**src/rtl/debounce_pkg.sv**
```systemverilog
// Shared types and limits for the input debouncer and its synchroniser.
package debounce_pkg;

  typedef enum logic {ST_STABLE, ST_QUALIFY} db_state_t;

  localparam int SYNC_STAGES_MIN = 2;
  localparam int SYNC_STAGES_MAX = 4;

endpackage

```
**src/rtl/sync_chain.sv**
```systemverilog
// Generic multi-flop synchroniser for a single asynchronous bit; no logic in the path.
module sync_chain #(
  parameter int   STAGES      = 2,
  parameter logic RESET_LEVEL = 1'b0
) (
  input  logic clk,
  input  logic rst_n,
  input  logic din,
  output logic dout
);

  logic [STAGES-1:0] ff;

  always_ff @(posedge clk or negedge rst_n) begin
    if (!rst_n) begin
      ff <= {STAGES{RESET_LEVEL}};
    end else begin
      ff <= {ff[STAGES-2:0], din};
    end
  end

  assign dout = ff[STAGES-1];

endmodule

```
**src/rtl/debounce_sync.sv**
```systemverilog
// Debouncer: synchronise an async input, then accept a level change only after
// STABLE_CYCLES consecutive mismatching edges; emits registered edge pulses.
module debounce_sync
  import debounce_pkg::*;
#(
  parameter int   SYNC_STAGES   = 2,
  parameter int   CNT_W         = 16,
  parameter int   STABLE_CYCLES = 50000,
  parameter logic RESET_LEVEL   = 1'b0
) (
  input  logic clk,
  input  logic rst_n,
  input  logic din_async,
  output logic dout,
  output logic rise_pulse,
  output logic fall_pulse,
  output logic busy
);

  generate
    if (SYNC_STAGES < SYNC_STAGES_MIN || SYNC_STAGES > SYNC_STAGES_MAX) begin : g_bad_stages
      $error("debounce_sync: SYNC_STAGES out of range");
    end
    if (STABLE_CYCLES < 2) begin : g_bad_small
      $error("debounce_sync: STABLE_CYCLES must be at least 2");
    end
    if (longint'(STABLE_CYCLES) > (longint'(1) << CNT_W) - 1) begin : g_bad_large
      $error("debounce_sync: STABLE_CYCLES does not fit in CNT_W");
    end
  endgenerate

  localparam logic [CNT_W-1:0] CNT_LAST = CNT_W'(STABLE_CYCLES - 1);

  logic             sync_out;
  logic             mismatch;
  db_state_t        state, state_nxt;
  logic [CNT_W-1:0] cnt, cnt_nxt;
  logic             dout_nxt, rise_nxt, fall_nxt;

  sync_chain #(
    .STAGES      (SYNC_STAGES),
    .RESET_LEVEL (RESET_LEVEL)
  ) u_sync (
    .clk   (clk),
    .rst_n (rst_n),
    .din   (din_async),
    .dout  (sync_out)
  );

  assign mismatch = (sync_out != dout);

  always_ff @(posedge clk or negedge rst_n) begin
    if (!rst_n) begin
      state      <= ST_STABLE;
      cnt        <= '0;
      dout       <= RESET_LEVEL;
      rise_pulse <= 1'b0;
      fall_pulse <= 1'b0;
    end else begin
      state      <= state_nxt;
      cnt        <= cnt_nxt;
      dout       <= dout_nxt;
      rise_pulse <= rise_nxt;
      fall_pulse <= fall_nxt;
    end
  end

  // A bounce back to the current level abandons the candidate without any output effect.
  always_comb begin
    state_nxt = state;
    cnt_nxt   = cnt;
    dout_nxt  = dout;
    rise_nxt  = 1'b0;
    fall_nxt  = 1'b0;
    case (state)
      ST_STABLE: begin
        if (mismatch) begin
          cnt_nxt   = CNT_W'(1);
          state_nxt = ST_QUALIFY;
        end else begin
          cnt_nxt = '0;
        end
      end
      ST_QUALIFY: begin
        if (!mismatch) begin
          cnt_nxt   = '0;
          state_nxt = ST_STABLE;
        end else if (cnt == CNT_LAST) begin
          dout_nxt  = ~dout;
          rise_nxt  = ~dout;
          fall_nxt  = dout;
          cnt_nxt   = '0;
          state_nxt = ST_STABLE;
        end else begin
          cnt_nxt = cnt + CNT_W'(1);
        end
      end
      default: begin
        cnt_nxt   = '0;
        state_nxt = ST_STABLE;
      end
    endcase
  end

  assign busy = (state == ST_QUALIFY);

endmodule

```
**config.mk**
```make
export PLATFORM = sky130hd
export DESIGN_NAME = debounce_sync
export DESIGN_NICKNAME = d
export VERILOG_FILES = /design/src/rtl/debounce_pkg.sv /design/src/rtl/sync_chain.sv /design/src/rtl/debounce_sync.sv
export SDC_FILE = /design/constraint.sdc
export NUM_CORES = 1
export LEC_CHECK = 0
export CAP_MARGIN = 0
export CORE_AREA = 2 2 48 50
export DETAILED_ROUTE_END_ITERATION = 7
export DIE_AREA = 0 0 50 52
export PLACE_DENSITY = 0.74
export SYNTH_ARGS = -nofsm -noshare
export SYNTH_HDL_FRONTEND = slang
export SYNTH_SLANG_ARGS = --single-unit
```
**constraint.sdc**
```tcl
create_clock -name clk -period 2.93 [get_ports clk]
set_input_delay 0.293 -clock clk [delete_from_list [all_inputs] [get_ports clk]]
set_output_delay 0.293 -clock clk [all_outputs]
set_load 0.005 [all_outputs]
```
; Word level (Yosys, flattened, before mapping)
; Index checks and enable logic that the tools add are counted.
[word_totals]
reg_bits = 22
input_bits = 3
output_inout_bits = 4
word_cells = 26
[classes]
add_sub_neg = 1
n_eq_ne = 2
muxes = 14
bitwise_logic = 2
reduce_logical = 1
[ops]
columns = op, n
row1 = 16-bit two-way mux, 2
row2 = 16-bit one-hot mux with 2 select lines, 1
row3 = "16-bit by 1-bit adder with 16-bit output, second input constant", 1
row4 = "16-bit equality test, second input constant", 1
row5 = 1-bit two-way mux, 10
row6 = 3-bit AND reduction, 1
row7 = 1-bit NOT, 2
row8 = 1-bit one-hot mux with 2 select lines, 1
row9 = 1-bit inequality test, 1

; Logic depth before layout (Yosys ltp)
; Gate-level depths: netlist (run 1).
[depth]
ltp_word = 4
mapped_depth = 7

; Cells and area by module
; Synthesis (run 1) repeated with hierarchy kept, for this count alone.
[hier_totals]
hier_cells = 94
area_unflattened_um2 = 1004.7
[modules_own_cells]
columns = module, n_inst, cells_per_inst, area_each_um2
row1 = debounce_sync, 1, 92, 954.7
row2 = sync_chain, 1, 2, 50.0

; Worst setup path after synthesis (run 1)
; OpenSTA, ideal clock, no wires.
[synth_path]
path_kind = reg-to-reg
start = register cnt[10]
end = register cnt[10]
setup_time_ns = 0.119
arrival_ns = 1.816
required_ns = 2.811
slack_ns = 0.995
stages_incl_launch_ff = 7
n_path_buf = 2
synth_period_minus_slack_ns = 1.935
cell_sequence = dfrtp_1 > or4b_1 > or4_4 > nand2b_2 > buf_6 > buf_6 > nor2_1
[synth_between]
elab_chain_cells = 4
word_cells_on_any_way = 5
cone_classes = add/sub: 1 / eq/ne: 1 / mux: 3
[synth_lines]
columns = item, line
row1 = start: declaration, debounce_sync.sv:37  ; logic [CNT_W-1:0] cnt, cnt_nxt;
row2 = start signal: assignment, debounce_sync.sv:61  ; cnt <= cnt_nxt;
row3 = 16-bit by 1-bit adder with 16-bit output or 16-bit equality test (tied branches), "debounce_sync.sv:95, debounce_sync.sv:88"
row4 = 16-bit two-way mux *, debounce_sync.sv:88  ; end else if (cnt == CNT_LAST) begin
row5 = 16-bit two-way mux *, debounce_sync.sv:85  ; if (!mismatch) begin
row6 = 16-bit one-hot mux with 2 select lines *, debounce_sync.sv:75  ; case (state)
row7 = via cnt_nxt[10], debounce_sync.sv:37
; Mark *: on every way through the listed nets, which the timed path passes. The rest lies on a longest branch.
; A chain may end at the register's enable or synchronous reset.

; Worst setup path in the final report (run 1)
[layout_path]
start = register cnt[10]
end = register state (netlist: busy)
[layout_between]
elab_chain_cells = 4
[layout_lines]
columns = item, line
row1 = 16-bit equality test, debounce_sync.sv:88
row2 = 1-bit two-way mux, debounce_sync.sv:88
row3 = 1-bit two-way mux, debounce_sync.sv:85
row4 = 1-bit one-hot mux with 2 select lines, debounce_sync.sv:75
row5 = via state_nxt, debounce_sync.sv:36  ; db_state_t state, state_nxt;
row6 = end signal: assignment, debounce_sync.sv:60  ; state <= state_nxt;
row7 = end: declaration, debounce_sync.sv:36
; The timed path passes the listed nets, and every way through them passes these cells.

==> flow_metrics.py, run 1 <==
metrics = {
    "outcome": {
        "status": "finished, final reports clean",
    },
    "worst_setup_path": {
        "end_kind": "flop",
        "arrival_ns": 2.27,
        "start_kind": "flop",
        "crit_chain": "or4b_1 > or4_4 > nand2b_2 > o21ai_0",
        "critPathRequiredTime_ns": 3.11,
        "path_class": "flop to flop",
        "critPathMaxFanout": 16,
        "slowest_stage": "or4_4",
        "max_stage_delay_ns": 0.56,
    },
    "synth": {
        "synth_common_cells": "dfrtp_1, nor2_1, xnor2_1, nand3_1, nor4_1",
        "synth_area_sq_um": 991.0,
        "synth_seq_cells": 22,
        "synth_fp_nets": 97,
        "synth_warnings": 0,
        "yosysMostFrequentCell": "dfrtp_1",
        "yosysTopAreaCell": "dfrtp_1",
        "seq_area_frac_synth": 0.5556,
        "syn_avg_cell_area_sq_um": 10.66,
        "synth_edf_count": 0,
        "synth_ff_type": "dfrtp_1",
        "yosysTopAreaCellShare": 0.5556,
        "synth_cell_types": 20,
        "synthCells": 93,
        "synthArstFlopShare": 1.000,
        "synthTopCellsByArea": "dfrtp_1, xnor2_1, nor2_1",
    },
    "place": {
        "dp_hpwl_microns": 1246,
        "gp_congestion": 0.8257,
        "portBuffers": 6,
    },
    "route": {
        "viasPerCell": 5.328,
        "drtIter0Drc": 11,
        "dr.pass1.iters": 4,
        "wirelength_microns": 1721,
        "drtAntennaViolNets": 0,
        "vias": 682,
        "drc": 0,
        "wl_per_cell_microns": 13.45,
    },
    "global_routing": {
        "grt_use_met2": 0.2719,
        "grt_pass1_vias": 715,
        "grt_pass1_wl_microns": 3056,
        "grt_usage": 0.1563,
        "antenna_found_initial": 0,
        "grt-busiest-layer": "met2",
        "grt-ovfl-total": 0,
        "met3_usage": 0.008621,
        "met1_usage": 0.1883,
        "grt_max_degree": 23,
    },
    "sta": {
        "rsz0062_at_grt": "false",
        "relSlewSlack": 0.3617,
        "maxSlewViolCount": 0,
        "fin_crit_sh": 0.7130,
        "fin_skew_ns": 0.0008694,
        "timing.setup.tns_ns": 0,
        "worst_slew_pin_slew_ns": 0.9545,
        "setup_viol": 0,
        "fmax_mhz": 478.7,
        "hold_viol_final": 0,
        "finalCriticalPeriod_ns": 2.089,
        "hold_ws_ns": 0.3660,
    },
    "power_and_ir_drop": {
        "p_leak_nw": 0.4086,
        "p_per_area_nw_per_um2": 445.2,
        "vdd_drop_max_mv": 0.3793,
    },
    "min_path": {
        "hp-class": "flop to flop",
    },
    "cells_and_area": {
        "final_nets": 106,
        "drive_above_1_share": 0.05000,
        "area_growth_pct": 9.596,
        "diodes": 0,
        "fin_util": 0.5157,
    },
    "floorplan": {
        "num_rows": 17,
        "start_util": 0.4706,
        "core-area_sq_um": 2106,
        "die_w_microns": 50,
        "die_area_sq_um": 2600,
        "die_h_microns": 52,
        "io_pins": 7,
    },
    "clocking": {
        "hold_buffers": 0,
        "cts_buffers": 3,
        "cts_tree": "yes",
        "cts_resized": 0,
        "clock-root-buffer": "clkbuf_4",
        "clock_latency_ns": 0.31,
        "numClockSinks": 22,
        "clk_pin_slew_ns": 0.11,
        "cts_buffer_depth": 2,
        "post_cts_buffers": 0,
        "htreeDepth": 1,
    },
    "job": {
        "maxCapViolCount": 0,
    },
}
-- worst paths after layout --
kind | start | end | slack [ns] | cells after the start
worst max-delay path | cnt[10]$_DFF_PN0_ | busy$_DFF_PN0_ | 0.84 | 4
worst min-delay path | u_sync.ff[0]$_DFF_PN0_ | u_sync.ff[1]$_DFF_PN0_ | 0.37 | 0
worst max register to register | cnt[10]$_DFF_PN0_ | busy$_DFF_PN0_ | 0.84 | 4
worst min register to register | u_sync.ff[0]$_DFF_PN0_ | u_sync.ff[1]$_DFF_PN0_ | 0.37 | 0
max in group asynchronous | rst_n | cnt[6]$_DFF_PN0_ | 1.85 | 1
min in group asynchronous | rst_n | cnt[11]$_DFF_PN0_ | 0.50 | 1
-- placed cells by master (no fill, tap or decap) --
cell type        count
xor2_1               2
o22ai_1              1
dfrtp_1             22
clkdlybuf4s50_1      6
and2_1               1
or4_4                1
nor3_1               4
or4b_1               2
nand4b_1             1
nand2b_2             1
nor4_1               5
o21ai_0              1
clkbuf_4             3
ha_1                 1
nand4_1              3
nor2_1              19
nand3_1              5
nand2b_1             1
xnor2_1             14
nand2_1              4
inv_1                3
-- flip-flops by register name, summed over array words and instances (netlist names) --
signal      count
fall_pulse      1
cnt            16
dout            1
rise_pulse      1
busy            1
u_sync.ff       2
-- worst max-delay path: cells and delay by family (launching register included) --
family / cells / cell delay, ns
simple gates: 3 / 1.34
flops: 1 / 0.45
compound gates: 1 / 0.17
-- per-layer routing --
| metal | routed length (microns) | vias to the layer above |
|---|---|---|
| met5 | 0 | - |
| met4 | 58 | 0 |
| met3 | 39 | 5 |
| met2 | 884 | 15 |
| met1 | 738 | 335 |
| li1 | - | 327 |
-- report_power, final --
group          switching [W]  internal, W
clock network      0.0000880    0.0000481
registers         0.00000680     0.000311
logic              0.0000181    0.0000119
-- final cells by class --
class | count | area, sq um
Inverter | 3 | 11.26
Sequential cell | 22 | 550.5
Timing Repair Buffer | 6 | 60.06
Tap cell | 28 | 35.03
Clock buffer | 3 | 22.52
Multi-Input combinational cell | 66 | 406.6
Fill cell | 187 | 1020
-- cells by family after synthesis --
group                      Yosys count  share of synthesized area
adders and majority gates            1                    0.01262
buffers and inverters                5                    0.03409
DFF                                 22                     0.5556
and+or+nand+nor                     47                     0.2450
AOI/OAI and AO/OA                    2                    0.01136
xor gates and xnor gates            16                     0.1414
-- stage by stage --
stage               area [sq um]  worst slack, ns  std cells  total power [W]
finish                      1086           0.8410        128        0.0004835
global route                1086           0.6829        128        0.0005033
CTS                         1086           0.8228        128        0.0004866
detailed placement          1064           0.8337        125        0.0003542
global placement            1064           0.9114        125        0.0003516
floorplan                  991.0           0.9954         93        0.0003417
Note: power is estimated with default switching activity, not from simulation.
==> run 2, diff against run 1 <==
--- a/config.mk
+++ b/config.mk
@@ -9,7 +9,7 @@
 export CORE_AREA = 2 2 48 50
 export DETAILED_ROUTE_END_ITERATION = 7
 export DIE_AREA = 0 0 50 52
-export PLACE_DENSITY = 0.74
+export PLACE_DENSITY = 0.77
 export SYNTH_ARGS = -nofsm -noshare
 export SYNTH_HDL_FRONTEND = slang
 export SYNTH_SLANG_ARGS = --single-unit
==> constraint.sdc (replaced) <==
create_clock -name clk -period 1.9 [get_ports clk]
set_input_delay 0.19 -clock clk [delete_from_list [all_inputs] [get_ports clk]]
set_output_delay 0.19 -clock clk [all_outputs]
set_load 0.005 [all_outputs]
==> run 2 against run 1 <==
Net effect: the run now ends with setup timing left; combinational power is 77% higher; final area up 8.8%; sequential power rose by 54%; largest power group unchanged.
==> flow_metrics.py, run 2 (synthesized netlist as in run 1, its figures left out) <==
metrics = {
    "outcome": {
        "status": "finished with violations",
        "violations": "setup timing",
    },
    "cells_and_area": {
        "top_register": "cnt",
        "reg_top3": "cnt: 16 flops, u_sync.ff: 2 flops",
        "area_growth_pct": 19.19,
        "drive_above_1_share": 0.1455,
        "most-common-layout-cells": "dfrtp_1, nor2_1, xnor2_1",
        "final_nets": 115,
        "final_common_cell": "dfrtp_1",
        "fin_area_sq_um": 1181,
        "largest_register_ff_count": 16,
        "fin_util": 0.5609,
        "diodes": 0,
    },
    "route": {
        "viasPerCell": 5.094,
        "drtAntennaViolNets": 0,
        "vias": 703,
        "drtIter0Drc": 7,
        "dr.pass1.iters": 4,
        "wl_per_cell_microns": 12.82,
        "wirelength_microns": 1769,
        "drc": 0,
    },
    "global_routing": {
        "grt_pass1_wl_microns": 3070,
        "antenna_found_initial": 0,
        "grt_max_degree": 13,
        "grt_pass1_vias": 702,
        "grt_usage": 0.1611,
        "grt-ovfl-total": 0,
    },
    "floorplan": {
        "die_h_microns": 52,
        "core-area_sq_um": 2106,
        "die_area_sq_um": 2600,
        "io_pins": 7,
        "num_rows": 17,
        "start_util": 0.4706,
        "die_w_microns": 50,
    },
    "sta": {
        "fmax_mhz": 524.6,
        "fin_skew_ns": 0.002726,
        "hold_ws_ns": 0.1830,
        "relSlewSlack": 0.6884,
        "setup_viol": 2,
        "finalCriticalPeriod_ns": 1.906,
        "rsz0062_at_grt": "true",
        "layout_setup_ws_ns": -0.006051,
        "maxSlewViolCount": 0,
        "worst_slew_pin_slew_ns": 0.4659,
        "fin_crit_sh": 1.003,
        "hold_viol_final": 0,
    },
    "worst_setup_path": {
        "start_kind": "flop",
        "path_class": "flop to flop",
        "end_kind": "flop",
        "arrival_ns": 2.11,
        "reg2regPathDepth": 4,
        "critPathRequiredTime_ns": 2.11,
        "critPathMaxFanout": 8,
    },
    "clocking": {
        "cts_tree": "yes",
        "numClockSinks": 22,
        "cts_buffer_depth": 2,
        "cts_buffers": 3,
        "post_cts_buffers": 0,
        "clk_pin_slew_ns": 0.12,
        "clock-root-buffer": "clkbuf_4",
        "clock_latency_ns": 0.31,
        "htreeDepth": 1,
    },
    "power_and_ir_drop": {
        "power_frac_comb": 0.066,
        "vdd_drop_max_mv": 0.4489,
        "power.internal_w": 0.0006189,
        "p_per_area_nw_per_um2": 678.5,
        "swShare": 0.2277,
        "p_switching_w": 0.0001825,
        "p_leak_nw": 0.4659,
        "power.share.sequential": 0.610,
        "pwr-share-clk": 0.324,
    },
    "place": {
        "dp_hpwl_microns": 1270,
        "gp_congestion": 0.8227,
        "portBuffers": 6,
        "dpl_cell_area_sq_um": 1129,
    },
    "job": {
        "maxCapViolCount": 0,
    },
    "min_path": {
        "hp-class": "primary input to async pin",
    },
}
run 2: changes by cell type in the layout (fill, tap and decap cells not counted), sizes merged:
cell,change
buf,+8
clkbuf,+1
nand2b,+1
run 2: worst max-delay path: stages (launching register included):
cell and delay, ns:
dfrtp_1 0.40, or4b_1 0.53, or4_4 0.61, nand2b_2 0.20, nor2_1 0.07
run 2: routing by layer:
metal / track usage / share of wire / vias to the layer above
met4: 0.09722 / 0.024 / 0
met2: 0.2763 / 0.51 / 5
li1: - / - / 354
met5: 0 / 0 / -
met3: 0.01724 / 0.014 / 4
met1: 0.1951 / 0.45 / 340
run 2: cell type report:
cell class	instances	area, sq um
clock buffers	4	36.28
well taps	28	35.03
inverters	3	11.26
fillers	185	924.6
repair buffers	14	120.1
flip-flops and latches	22	550.5
multi-input cells	67	427.9
run 2: repair_timing:
action | in CTS | in global routing
resized for setup | 1 | 1
pin swaps | 0 | 1
endpoints found under the setup margin | 3 | 12
hold buffers | 0 | 0
cloned | 1 | 0
run 2: path summary, 6_finish.rpt:
path,end,start,slack (ns)
max,cnt[7]$_DFF_PN0_,cnt[13]$_DFF_PN0_,-0.006
min,u_sync.ff[1]$_DFF_PN0_,rst_n,0.18
max reg2reg,cnt[7]$_DFF_PN0_,cnt[13]$_DFF_PN0_,-0.006
min reg2reg,u_sync.ff[1]$_DFF_PN0_,u_sync.ff[0]$_DFF_PN0_,0.37
max in group asynchronous,cnt[11]$_DFF_PN0_,rst_n,1.19
min in group clk,u_sync.ff[0]$_DFF_PN0_,din_async,0.31
run 2: power by group through the flow:
stage                     registers, W   logic, W  clock network [W]
final                         0.000489  0.0000528           0.000260
after global routing          0.000490  0.0000596           0.000276
after CTS                     0.000489  0.0000540           0.000260
after detailed placement      0.000497  0.0000506                  0
after global placement        0.000497  0.0000488                  0
after floorplan               0.000496  0.0000328                  0
run 2: metrics by stage:
step                      worst slack (ns)  setup TNS [ns]  std cells  power [W]
after global placement             0.04888               0        133  0.0005458
after floorplan                   -0.01888         -0.1833         93  0.0005289
final                            -0.006051       -0.006886        138  0.0008014
after global routing              -0.06695         -0.4426        138  0.0008254
after CTS                        -0.008628       -0.008628        138  0.0008026
after detailed placement         -0.005079       -0.005079        133  0.0005478
